<file path="config.mk">
export PLATFORM = sky130hd
export DESIGN_NAME = lfsr_stream_gen
export DESIGN_NICKNAME = d
export VERILOG_FILES = /design/src/rtl/lfsr_pkg.sv /design/src/rtl/lfsr_step.sv /design/src/rtl/lfsr_stream_gen.sv
export SDC_FILE = /design/constraint.sdc
export NUM_CORES = 1
export LEC_CHECK = 0
export CORE_MARGIN = 4
export CORE_UTILIZATION = 54
export CTS_BUF_LIST = sky130_fd_sc_hd__clkbuf_4 sky130_fd_sc_hd__clkbuf_8
export DETAILED_ROUTE_END_ITERATION = 6
export PLACE_DENSITY = 0.87
export SYNTH_ARGS = -nofsm -noshare
export SYNTH_HDL_FRONTEND = slang
export SYNTH_SLANG_ARGS = --single-unit
export TNS_END_PERCENT = 30
</file>
<file path="constraint.sdc">
create_clock -name wb_clk_i -period 2.4 [get_ports wb_clk_i]
set_input_delay 0.24 -clock wb_clk_i [delete_from_list [all_inputs] [get_ports wb_clk_i]]
set_output_delay 0.24 -clock wb_clk_i [all_outputs]
set_load 0.05 [all_outputs]
</file>
<file path="src/rtl/lfsr_pkg.sv">
// -----------------------------------------------------------------------------
// lfsr_pkg
// Shared types and constants for the LFSR stream generator:
//   - lfsr_mode_e  : feedback structure (Fibonacci / Galois)
//   - lfsr_state_e : word-generation FSM states
//   - default feedback masks per width and the default seed
// -----------------------------------------------------------------------------
package lfsr_pkg;

  typedef enum logic {
    MODE_FIB = 1'b0,
    MODE_GAL = 1'b1
  } lfsr_mode_e;

  typedef enum logic [1:0] {
    ST_IDLE  = 2'd0,
    ST_SHIFT = 2'd1,
    ST_HOLD  = 2'd2
  } lfsr_state_e;

  localparam logic [31:0] LFSR_TAPS_W4  = 32'h0000_000C;
  localparam logic [31:0] LFSR_TAPS_W8  = 32'h0000_00B8;
  localparam logic [31:0] LFSR_TAPS_W16 = 32'h0000_B400;
  localparam logic [31:0] LFSR_TAPS_W32 = 32'h8020_0003;

  localparam logic [31:0] LFSR_DEFAULT_SEED = 32'h0000_ACE1;

  // Maximal-length masks for the common widths; other widths fall back to
  // the two top bits, which is nonzero but not guaranteed maximal.
  function automatic logic [31:0] lfsr_default_taps(input int w);
    logic [31:0] t;
    case (w)
      32'sd4:  t = LFSR_TAPS_W4;
      32'sd8:  t = LFSR_TAPS_W8;
      32'sd16: t = LFSR_TAPS_W16;
      32'sd32: t = LFSR_TAPS_W32;
      default: t = 32'h0000_0003 << (w - 32'sd2);
    endcase
    return t;
  endfunction

endpackage

</file>
<file path="src/rtl/lfsr_step.sv">
// -----------------------------------------------------------------------------
// lfsr_step
// Purely combinational LFSR next-state function.
// Ports:
//   s    in  WIDTH  current state
//   taps in  WIDTH  feedback mask
//   mode in  1      MODE_FIB / MODE_GAL
//   next out WIDTH  next state (no zero substitution here)
// -----------------------------------------------------------------------------
module lfsr_step
  import lfsr_pkg::*;
#(
  parameter int WIDTH = 16
) (
  input  logic [WIDTH-1:0] s,
  input  logic [WIDTH-1:0] taps,
  input  lfsr_mode_e       mode,
  output logic [WIDTH-1:0] next
);

  // Select Fibonacci (shift left, parity feedback) or Galois (shift right, masked xor)
  always_comb begin
    next = s;
    case (mode)
      MODE_FIB: next = {s[WIDTH-2:0], ^(s & taps)};
      MODE_GAL: next = {1'b0, s[WIDTH-1:1]} ^ ({WIDTH{s[0]}} & taps);
      default:  next = s;
    endcase
  end

endmodule

</file>
<file path="src/rtl/lfsr_stream_gen.sv">
// -----------------------------------------------------------------------------
// lfsr_stream_gen
// Width-generic Fibonacci/Galois LFSR emitting one word per `steps` shifts on
// a valid/ready stream. Seed, taps, mode and steps are captured by load_i.
// Optional feature macro: LFSR_PERIOD_CNT_EN (adds period_cnt_o/period_wrap_o).
// Ports:
//   wb_clk_i     in   1       clock
//   wb_rst_i     in   1       asynchronous active-high reset
//   load_i       in   1       capture seed_i/taps_i/mode_i/steps_i, abort any word
//   seed_i       in   WIDTH   seed (0 -> SEED, sets lockup_o)
//   taps_i       in   WIDTH   feedback mask (0 -> TAPS)
//   mode_i       in   1       0 Fibonacci, 1 Galois
//   steps_i      in   STEP_W  shifts per word (0 -> 1, >WIDTH -> WIDTH)
//   run_i        in   1       enable word generation
//   out_data_o   out  WIDTH   emitted word
//   out_valid_o  out  1       stream valid
//   out_ready_i  in   1       stream ready
//   busy_o       out  1       FSM in SHIFT or HOLD
//   lockup_o     out  1       sticky zero-state substitution flag
//   period_cnt_o out  32      (LFSR_PERIOD_CNT_EN) shifts per observed period
//   period_wrap_o out 1       (LFSR_PERIOD_CNT_EN) pulse when state returns to seed
// -----------------------------------------------------------------------------
module lfsr_stream_gen
  import lfsr_pkg::*;
#(
  parameter int               WIDTH  = 16,
  parameter logic [WIDTH-1:0] TAPS   = WIDTH'(lfsr_default_taps(WIDTH)),
  parameter logic [WIDTH-1:0] SEED   = WIDTH'(LFSR_DEFAULT_SEED),
  parameter int               STEP_W = $clog2(WIDTH) + 1
) (
  input  logic              wb_clk_i,
  input  logic              wb_rst_i,
  input  logic              load_i,
  input  logic [WIDTH-1:0]  seed_i,
  input  logic [WIDTH-1:0]  taps_i,
  input  logic              mode_i,
  input  logic [STEP_W-1:0] steps_i,
  input  logic              run_i,
  output logic [WIDTH-1:0]  out_data_o,
  output logic              out_valid_o,
  input  logic              out_ready_i,
  output logic              busy_o,
  output logic              lockup_o
`ifdef LFSR_PERIOD_CNT_EN
  ,
  output logic [31:0]       period_cnt_o,
  output logic              period_wrap_o
`endif
);

  localparam logic [STEP_W-1:0] CNT_ZERO = STEP_W'(0);
  localparam logic [STEP_W-1:0] CNT_ONE  = STEP_W'(1);
  localparam logic [STEP_W-1:0] CNT_MAX  = STEP_W'(WIDTH);
  localparam logic [WIDTH-1:0]  ZERO_W   = WIDTH'(0);

  lfsr_state_e       state_r, state_nxt_s;
  lfsr_mode_e        mode_r;
  logic [WIDTH-1:0]  lfsr_r, taps_r, out_data_r;
  logic [WIDTH-1:0]  lfsr_next_s, lfsr_fixed_s, taps_eff_s, seed_eff_s;
  logic [STEP_W-1:0] steps_r, cnt_r, steps_eff_s;
  logic              out_valid_r, busy_r, lockup_r;
  logic              shift_s, emit_s, take_s, cnt_load_s;
  logic              next_zero_s, seed_zero_s;

  lfsr_step #(.WIDTH(WIDTH)) u_step (
    .s    (lfsr_r),
    .taps (taps_r),
    .mode (mode_r),
    .next (lfsr_next_s)
  );

  // Zero-state substitution and load-time config normalisation
  always_comb begin
    next_zero_s  = (lfsr_next_s == ZERO_W);
    lfsr_fixed_s = next_zero_s ? SEED : lfsr_next_s;
    seed_zero_s  = (seed_i == ZERO_W);
    seed_eff_s   = seed_zero_s ? SEED : seed_i;
    taps_eff_s   = (taps_i == ZERO_W) ? TAPS : taps_i;
    if (steps_i == CNT_ZERO) begin
      steps_eff_s = CNT_ONE;
    end else if (steps_i > CNT_MAX) begin
      steps_eff_s = CNT_MAX;
    end else begin
      steps_eff_s = steps_i;
    end
  end

  // FSM state register
  always_ff @(posedge wb_clk_i or posedge wb_rst_i) begin
    if (wb_rst_i) begin
      state_r <= ST_IDLE;
    end else begin
      state_r <= state_nxt_s;
    end
  end

  // FSM next-state and datapath strobes; load_i overrides every state
  always_comb begin
    state_nxt_s = state_r;
    shift_s     = 1'b0;
    emit_s      = 1'b0;
    take_s      = 1'b0;
    cnt_load_s  = 1'b0;
    if (load_i) begin
      state_nxt_s = ST_IDLE;
    end else begin
      case (state_r)
        ST_IDLE: begin
          if (run_i) begin
            state_nxt_s = ST_SHIFT;
            cnt_load_s  = 1'b1;
          end else begin
            state_nxt_s = ST_IDLE;
          end
        end
        ST_SHIFT: begin
          shift_s = 1'b1;
          if (cnt_r == CNT_ONE) begin
            emit_s      = 1'b1;
            state_nxt_s = ST_HOLD;
          end else begin
            state_nxt_s = ST_SHIFT;
          end
        end
        ST_HOLD: begin
          if (out_valid_r && out_ready_i) begin
            take_s = 1'b1;
            if (run_i) begin
              state_nxt_s = ST_SHIFT;
              cnt_load_s  = 1'b1;
            end else begin
              state_nxt_s = ST_IDLE;
            end
          end else begin
            state_nxt_s = ST_HOLD;
          end
        end
        default: begin
          state_nxt_s = ST_IDLE;
        end
      endcase
    end
  end

  // LFSR state, config capture, output word and sticky lockup flag
  always_ff @(posedge wb_clk_i or posedge wb_rst_i) begin
    if (wb_rst_i) begin
      lfsr_r      <= SEED;
      taps_r      <= TAPS;
      mode_r      <= MODE_FIB;
      steps_r     <= CNT_ONE;
      out_data_r  <= ZERO_W;
      out_valid_r <= 1'b0;
      lockup_r    <= 1'b0;
    end else if (load_i) begin
      lfsr_r      <= seed_eff_s;
      taps_r      <= taps_eff_s;
      mode_r      <= lfsr_mode_e'(mode_i);
      steps_r     <= steps_eff_s;
      out_valid_r <= 1'b0;
      lockup_r    <= seed_zero_s;
    end else begin
      if (shift_s) begin
        lfsr_r <= lfsr_fixed_s;
        if (next_zero_s) begin
          lockup_r <= 1'b1;
        end
      end
      if (emit_s) begin
        out_data_r  <= lfsr_fixed_s;
        out_valid_r <= 1'b1;
      end else if (take_s) begin
        out_valid_r <= 1'b0;
      end
    end
  end

  // Shift countdown for the word in progress
  always_ff @(posedge wb_clk_i or posedge wb_rst_i) begin
    if (wb_rst_i) begin
      cnt_r <= CNT_ONE;
    end else if (cnt_load_s) begin
      cnt_r <= steps_r;
    end else if (shift_s) begin
      cnt_r <= cnt_r - CNT_ONE;
    end
  end

  // busy_o is registered from the next state so it tracks state_r exactly
  always_ff @(posedge wb_clk_i or posedge wb_rst_i) begin
    if (wb_rst_i) begin
      busy_r <= 1'b0;
    end else begin
      busy_r <= (state_nxt_s != ST_IDLE);
    end
  end

  assign out_data_o  = out_data_r;
  assign out_valid_o = out_valid_r;
  assign busy_o      = busy_r;
  assign lockup_o    = lockup_r;

`ifdef LFSR_PERIOD_CNT_EN
  localparam logic [31:0] PCNT_MAX = 32'hFFFF_FFFF;

  logic [WIDTH-1:0] eff_seed_r;
  logic [31:0]      run_cnt_r, period_cnt_r;
  logic             period_wrap_r;

  // Shift counter since load; latches period length when state returns to the seed
  always_ff @(posedge wb_clk_i or posedge wb_rst_i) begin
    if (wb_rst_i) begin
      eff_seed_r    <= SEED;
      run_cnt_r     <= 32'h0000_0000;
      period_cnt_r  <= 32'h0000_0000;
      period_wrap_r <= 1'b0;
    end else if (load_i) begin
      eff_seed_r    <= seed_eff_s;
      run_cnt_r     <= 32'h0000_0000;
      period_wrap_r <= 1'b0;
    end else begin
      period_wrap_r <= 1'b0;
      if (shift_s) begin
        if (lfsr_fixed_s == eff_seed_r) begin
          period_wrap_r <= 1'b1;
          period_cnt_r  <= (run_cnt_r == PCNT_MAX) ? PCNT_MAX : run_cnt_r + 32'h0000_0001;
          run_cnt_r     <= 32'h0000_0000;
        end else if (run_cnt_r != PCNT_MAX) begin
          run_cnt_r <= run_cnt_r + 32'h0000_0001;
        end
      end
    end
  end

  assign period_cnt_o  = period_cnt_r;
  assign period_wrap_o = period_wrap_r;
`endif

endmodule

</file>
==> results of run 1 <==
registers in the layout, indices dropped and copies added (netlist names):
register	flops
out_data_o	16
busy_o	1
mode_r	1
out_valid_o	1
cnt_r	5
lockup_o	1
steps_r	5
state_r	2
taps_r	16
lfsr_r	16
critical path, cell delays in order, from the launching register on:
cell and delay (ns):
dfstp_4 0.69, clkbuf_4 0.23, nand2_1 0.09, xor2_1 0.16
a21oi_1 0.17, nor4_2 0.22, nand2_1 0.16, nor2_4 0.17
nand2b_4 0.13, a31oi_1 0.22
how the worst max path moves through the flow:
stage | startpoint | to | slack (ns) | cells after the start
global route | lfsr_r[0] | lfsr_r[11] | -0.05 | 9
floorplan | lfsr_r[0] | lfsr_r[15] | 0.47 | 10
CTS | lfsr_r[0] | out_data_o[10] | 0.08 | 8
finish | lfsr_r[0] | lfsr_r[11] | 0.08 | 9
global placement | lfsr_r[0] | out_data_o[7] | 0.25 | 8
detailed placement | lfsr_r[0] | lfsr_r[11] | 0.08 | 8
placed cells by master, fill, tap and decap left out, types with 5 or more instances in the layout:
master	instances
a31oi_1	17
xor2_1	18
o22a_1	5
nor3_1	7
nor2_1	43
inv_1	7
buf_4	11
a21oi_1	27
mux2_2	22
o22ai_1	8
nand3_1	6
clkdlybuf4s50_1	60
dfstp_2	13
dfrtp_1	50
o21ai_0	11
clkbuf_8	9
nor4_1	10
xnor2_1	10
nand2_1	45
synthesized netlist by cell type, types with 2 or more instances:
| master | number | area [um2] |
|---|---|---|
| dfrtp_1 | 50 | 1250 |
| nand2_1 | 45 | 169 |
| nor2_1 | 43 | 161 |
| a21oi_1 | 27 | 135 |
| mux2_2 | 22 | 248 |
| xor2_1 | 18 | 158 |
| a31oi_1 | 17 | 106 |
| dfstp_2 | 14 | 368 |
| clkbuf_1 | 11 | 41.3 |
| nor4_1 | 11 | 68.8 |
| o21ai_0 | 11 | 55.1 |
| xnor2_1 | 10 | 87.6 |
| inv_1 | 8 | 30.0 |
| o22ai_1 | 8 | 50.1 |
| nor3_1 | 7 | 35.0 |
| nand3_1 | 6 | 30.0 |
| o22a_1 | 5 | 43.8 |
| o21bai_1 | 4 | 30.0 |
| a21o_1 | 3 | 22.5 |
| buf_2 | 3 | 15.0 |
| buf_6 | 3 | 33.8 |
| nand4_1 | 3 | 18.8 |
| nor2b_1 | 3 | 18.8 |
| ha_1 | 2 | 25.0 |
| mux2i_1 | 2 | 20.0 |
| nand2_2 | 2 | 12.5 |
| nand2b_1 | 2 | 12.5 |
| xnor2_2 | 2 | 32.5 |
stage by stage:
| stage | power (mW) | area, um2 | instances | setup TNS (ns) |
|---|---|---|---|---|
| final | 4.45 | 4350 | 503 | 0 |
| after global routing | 4.66 | 4350 | 503 | -0.254 |
| after CTS | 4.43 | 4330 | 502 | 0 |
| after detailed placement | 3.38 | 4110 | 486 | 0 |
| after global placement | 3.32 | 4110 | 486 | 0 |
| after floorplan | 2.78 | 3390 | 355 | 0 |
what timing repair did:
item | CTS | global route
setup endpoints to repair | 0 | 17
gates resized for setup | 0 | 3
buffers inserted | 0 | 1
hold buffers | 0 | 0
power groups by stage:
| stage | Sequential, mW | Combinational (mW) | Clock (mW) |
|---|---|---|---|
| floorplan | 1.97 | 0.812 | 0 |
| global placement | 1.60 | 1.72 | 0 |
| detailed placement | 1.61 | 1.78 | 0 |
| CTS | 1.59 | 1.79 | 1.04 |
| global route | 1.62 | 1.94 | 1.09 |
| finish | 1.59 | 1.82 | 1.04 |
cell families (layout without fill, tap and decap cells):
logic type / count (synthesis) / in the layout / synth area share, %
xor gates and xnor gates: 30 / 30 / 8.20
and+or+nand+nor: 128 / 128 / 17.1
muxes: 24 / 24 / 7.90
AOI/OAI and AO/OA: 81 / 81 / 14.5
adders and majority gates: 2 / 2 / 0.738
DFF: 64 / 64 / 47.8
buffers and inverters: 26 / 99 / 3.77
area by class of cell:
| cell class | instances | area, um2 | share of cell area (%) |
|---|---|---|---|
| clock buffer | 9 | 124 | 2.84 |
| tap | 75 | 93.8 | 2.16 |
| multi-input combinational | 265 | 1650 | 38.0 |
| timing repair buffer | 75 | 736 | 16.9 |
| sequential | 64 | 1620 | 37.3 |
| inverter | 8 | 30.0 | 0.690 |
| clock inverter | 7 | 95.1 | 2.18 |
per-layer routing:
layer / track usage (%) / routed length (um)
met5: 0 / 0
met4: 10.5 / 228
met1: 31.9 / 3770
met2: 42.2 / 4540
met3: 7.19 / 782
==> flow_summary.json, run 1 <==
{
  "r2r-end": "lfsr_r[11]",
  "yosysWarnings": 0,
  "r2r_start": "lfsr_r[0]",
  "die_h_um": 87.2,
  "p_int_mw": 2.67,
  "grt_max_degree": 65,
  "crit_required_ns": 2.68,
  "slew_headroom_pct": 57.3,
  "diodes": 0,
  "worstSetupEndpointType": "flop",
  "tightest_slew_ns": 0.640,
  "die_width_um": 87.2,
  "cts_max_path_buffers": 2,
  "gp_congestion": 0.897,
  "fin_nets": 468,
  "critical_path_class": "flop to flop",
  "pin_count": 62,
  "grt_pass1_wl_um": 14900,
  "fin_crit_ns": 2.32,
  "max-cap-violations": 0,
  "p_comb_share_pct": 41.0,
  "cts-root-buf": "clkbuf_8",
  "max_freq_mhz": 432,
  "clk_latency_ns": 0.36,
  "grt_antenna_before_repair": 0,
  "fin_ws_ns": 0.0831,
  "power_leakage_nw": 1.80,
  "drtPass1Iterations": 5,
  "async_reset_ff_share_pct": 100,
  "p_clk_share_pct": 23.3,
  "synth-main-ff-cell": "dfrtp_1",
  "hold_viol": 0,
  "ys_ff_latch": 64,
  "rr_worst_depth": 9,
  "holdWs_ns": 0.243,
  "avgSynthCellArea_um2": 9.54,
  "port_buffers": 61,
  "clk_pin_slew_worst_paths_ns": 0.08,
  "tritoncts": "built",
  "avgViaCountPerCell": 6.02,
  "yosysSeqAreaShare_pct": 47.8,
  "setup_viol": 0,
  "dr.first_iter.drc_count": 204,
  "rows": 28,
  "irDropWorstVdd_mv": 0.969,
  "min_period_over_period_pct": 96.5,
  "grt.total_usage_pct": 25.7,
  "clock_sinks": 64,
  "finalWirelength_um": 9330,
  "synth_edf_count": 0,
  "synth_cells": 355,
  "overflow": 0,
  "cp-start-kind": "flop",
  "drive_above_1_share_pct": 17.8,
  "final_util_pct": 72.7,
  "slew_violations": 0,
  "r2r_setup_slack_ns": 0.08,
  "status": "finished clean",
  "grt_pass1_vias": 3027,
  "start_util_pct": 56.6,
  "p_sw_mw": 1.79,
  "fill_cells": 435,
  "p_per_area_nw_per_um2": 1020,
  "syn2layout_area_growth_pct": 28.5,
  "drc": 0,
  "arrival_ns": 2.59,
  "vias": 3028,
  "coreArea_um2": 5990,
  "ys_types": 41,
  "ant_nets": 0,
  "wire_per_inst_um": 18.5,
  "preCtsSetupSlack_ns": 0.0761,
  "dieArea_um2": 7610,
  "cts_htree_levels": 3,
  "synth_fp_nets": 400,
  "hpwl_um": 6590,
  "swShare_pct": 40.1,
  "cts_buffers": 9,
  "finClkSkew_ns": 0.0114,
  "synth_area_um2": 3390,
  "path_max_fanout": 14,
  "p_seq_share_pct": 35.7,
  "hold_class": "primary input to async pin"
}
No activity file was read; power rests on OpenSTA's default activity.
==> inputs of run 2 (changes only) <==
--- a/config.mk
+++ b/config.mk
@@ -10,6 +10,7 @@
 export CTS_BUF_LIST = sky130_fd_sc_hd__clkbuf_4 sky130_fd_sc_hd__clkbuf_8
 export DETAILED_ROUTE_END_ITERATION = 6
 export PLACE_DENSITY = 0.87
+export SLEW_MARGIN = 10
 export SYNTH_ARGS = -nofsm -noshare
 export SYNTH_HDL_FRONTEND = slang
 export SYNTH_SLANG_ARGS = --single-unit
==> results of run 2 <==
No change in the layout: final DEF, timing and power equal those of run 1.
==> inputs of run 3 (changes only) <==
--- a/config.mk
+++ b/config.mk
@@ -6,10 +6,12 @@
 export NUM_CORES = 1
 export LEC_CHECK = 0
 export CORE_MARGIN = 4
-export CORE_UTILIZATION = 54
+export CORE_UTILIZATION = 49
 export CTS_BUF_LIST = sky130_fd_sc_hd__clkbuf_4 sky130_fd_sc_hd__clkbuf_8
+export CTS_CLUSTER_SIZE = 28
 export DETAILED_ROUTE_END_ITERATION = 6
-export PLACE_DENSITY = 0.87
+export GPL_TIMING_DRIVEN = 0
+export PLACE_DENSITY = 0.83
 export SLEW_MARGIN = 10
 export SYNTH_ARGS = -nofsm -noshare
 export SYNTH_HDL_FRONTEND = slang
==> constraint.sdc (replaced) <==
create_clock -name wb_clk_i -period 2 [get_ports wb_clk_i]
set_input_delay 0.2 -clock wb_clk_i [delete_from_list [all_inputs] [get_ports wb_clk_i]]
set_output_delay 0.2 -clock wb_clk_i [all_outputs]
set_load 0.05 [all_outputs]
==> run 3 against run 2 <==
Effect of this change:
- the run now ends with setup timing left
- first-iteration DRC count grew to 2.5 times the previous value
- critical path type unchanged
- sequential power grew 19%
- die area grew 9.3%
- clock power grew 31%
- non-clock buffer count grew 23
- global-route usage shrank 0.71 points
- final cell count grew 5.6%
- maximum frequency shrank 1.7%
- worst hold slack gained 0.11 ns
- largest power group unchanged
- register-to-register slack lost 0.44 ns
- combinational power grew 45%
- utilization shrank 2.1 points
==> flow_summary.json, run 3 (synthesized netlist as in run 1, its figures left out) <==
{
  "min_period_over_period_pct": 118,
  "path_max_fanout": 5,
  "layout_common_cells": "clkdlybuf4s50_1, dfrtp_1, nor2_1, nand2_1",
  "grt.total_usage_pct": 24.9,
  "hold_class": "primary input to async pin",
  "syn2layout_area_growth_pct": 40.8,
  "failed_checks": "setup timing",
  "final_cell_area_um2": 4770,
  "cts_buffers": 9,
  "rsz0062_at_grt": "yes",
  "tightest_slew_ns": 0.788,
  "tritoncts": "built",
  "finClkSkew_ns": 0.00973,
  "drive_above_1_share_pct": 27.1,
  "r2r_setup_slack_ns": -0.36,
  "fin_ws_ns": -0.356,
  "worstSetupEndpointType": "flop",
  "die_h_um": 91.2,
  "cts_max_path_buffers": 2,
  "rows": 30,
  "cts_htree_levels": 3,
  "port_buffers": 60,
  "overflow": 0,
  "fin_nets": 491,
  "finalWirelength_um": 11000,
  "max-cap-violations": 0,
  "ant_nets": 0,
  "die_width_um": 91.2,
  "clk_pin_slew_worst_paths_ns": 0.07,
  "vias": 3410,
  "diodes": 0,
  "slew_violations": 0,
  "max_freq_mhz": 424,
  "pin_count": 62,
  "dr.first_iter.drc_count": 515,
  "slew_headroom_pct": 47.5,
  "placed_area_um2": 4090,
  "drc": 0,
  "finalSetupTns_ns": -4.84,
  "grt_antenna_before_repair": 0,
  "preCtsSetupSlack_ns": -0.240,
  "final_common_cell": "clkdlybuf4s50_1",
  "dieArea_um2": 8310,
  "grt_pass1_wl_um": 16200,
  "cts-root-buf": "clkbuf_8",
  "grt_pass1_vias": 3268,
  "start_util_pct": 50.1,
  "hold_viol": 0,
  "critical_path_class": "flop to flop",
  "cp-start-kind": "flop",
  "fin_crit_ns": 2.36,
  "clk_latency_ns": 0.35,
  "arrival_ns": 2.56,
  "hpwl_um": 7080,
  "coreArea_um2": 6760,
  "drtPass1Iterations": 7,
  "finalPower_mw": 5.90,
  "irDropWorstVdd_mv": 0.576,
  "gp_congestion": 0.953,
  "setup_viol": 17,
  "ctsHoldBuffers": 0,
  "power_leakage_nw": 1.95,
  "avgViaCountPerCell": 6.42,
  "wire_per_inst_um": 20.6,
  "status": "complete, but fails checks",
  "clock_sinks": 64,
  "crit_required_ns": 2.20,
  "grt_max_degree": 65,
  "p_per_area_nw_per_um2": 1240,
  "final_util_pct": 70.6
}
run 3: cell types whose count changed in the layout (fill, tap and decap cells not counted), moves of 4 or more:
cell	delta
nand2_2	+4
xor2_2	+4
a31oi_1	-8
clkbuf_1	+7
clkbuf_2	+4
nand2_1	-5
buf_4	+9
a21oi_2	+5
a31oi_4	+7
clkbuf_8	+4
xor2_1	-4
a21oi_1	-5
run 3: worst max-delay path, stage by stage (launching register included):
cell      delay, ns
dfstp_2        0.59
nand2_1        0.11
xnor2_2        0.15
xnor2_1        0.23
xnor2_1        0.19
xnor2_1        0.12
mux2i_1        0.29
nand2b_4       0.26
buf_8          0.17
a31oi_4        0.11
run 3: cell type report:
type,instances,area (um2)
fillers,458,1980
multi-input cells,265,1890
flip-flops and latches,64,1620
repair buffers,80,774
clock buffers,14,186
plain buffers,18,109
well taps,80,100
clock inverters,2,60.1
inverters,8,32.5
run 3: path summary, 6_finish.rpt:
path                       startpoint              to  cells past startpoint
max reg2reg                lfsr_r[10]  out_data_o[10]                      9
min reg2reg                steps_r[0]        cnt_r[0]                      2
min in group wb_clk_i      steps_i[3]      steps_r[3]                      3
min                          wb_rst_i       taps_r[2]                      2
max                        lfsr_r[10]  out_data_o[10]                      9
max in group asynchronous    wb_rst_i   out_data_o[2]                      2
run 3: power by group:
| part | leakage, nW | internal [mW] | switching [mW] |
|---|---|---|---|
| sequential | 0.756 | 1.63 | 0.272 |
| combinational | 1.06 | 1.07 | 1.57 |
| clock | 0.126 | 0.853 | 0.502 |
| total | 1.95 | 3.55 | 2.35 |
run 3: metrics by stage:
step	cells	hold slack (ns)
floorplan	355	0.317
global placement	495	0.478
detailed placement	495	0.476
CTS	524	0.394
global route	531	0.444
finish	531	0.356
run 3: what timing repair did:
item | 4_1_cts | 5_1_grt
setup endpoints to repair | 20 | 22
setup buffers | 11 | 7
resized for setup | 18 | 35
pin swaps | 20 | 14
cloned | 2 | 0
run 3: per-layer routing:
metal	routed length, um	vias up	share of wire (%)	track usage (%)
li1	-	1426	-	-
met1	4060	1636	37	30.0
met2	5310	268	48	42.8
met3	998	80	9.1	4.97
met4	590	0	5.4	11.7
met5	0	-	0	0
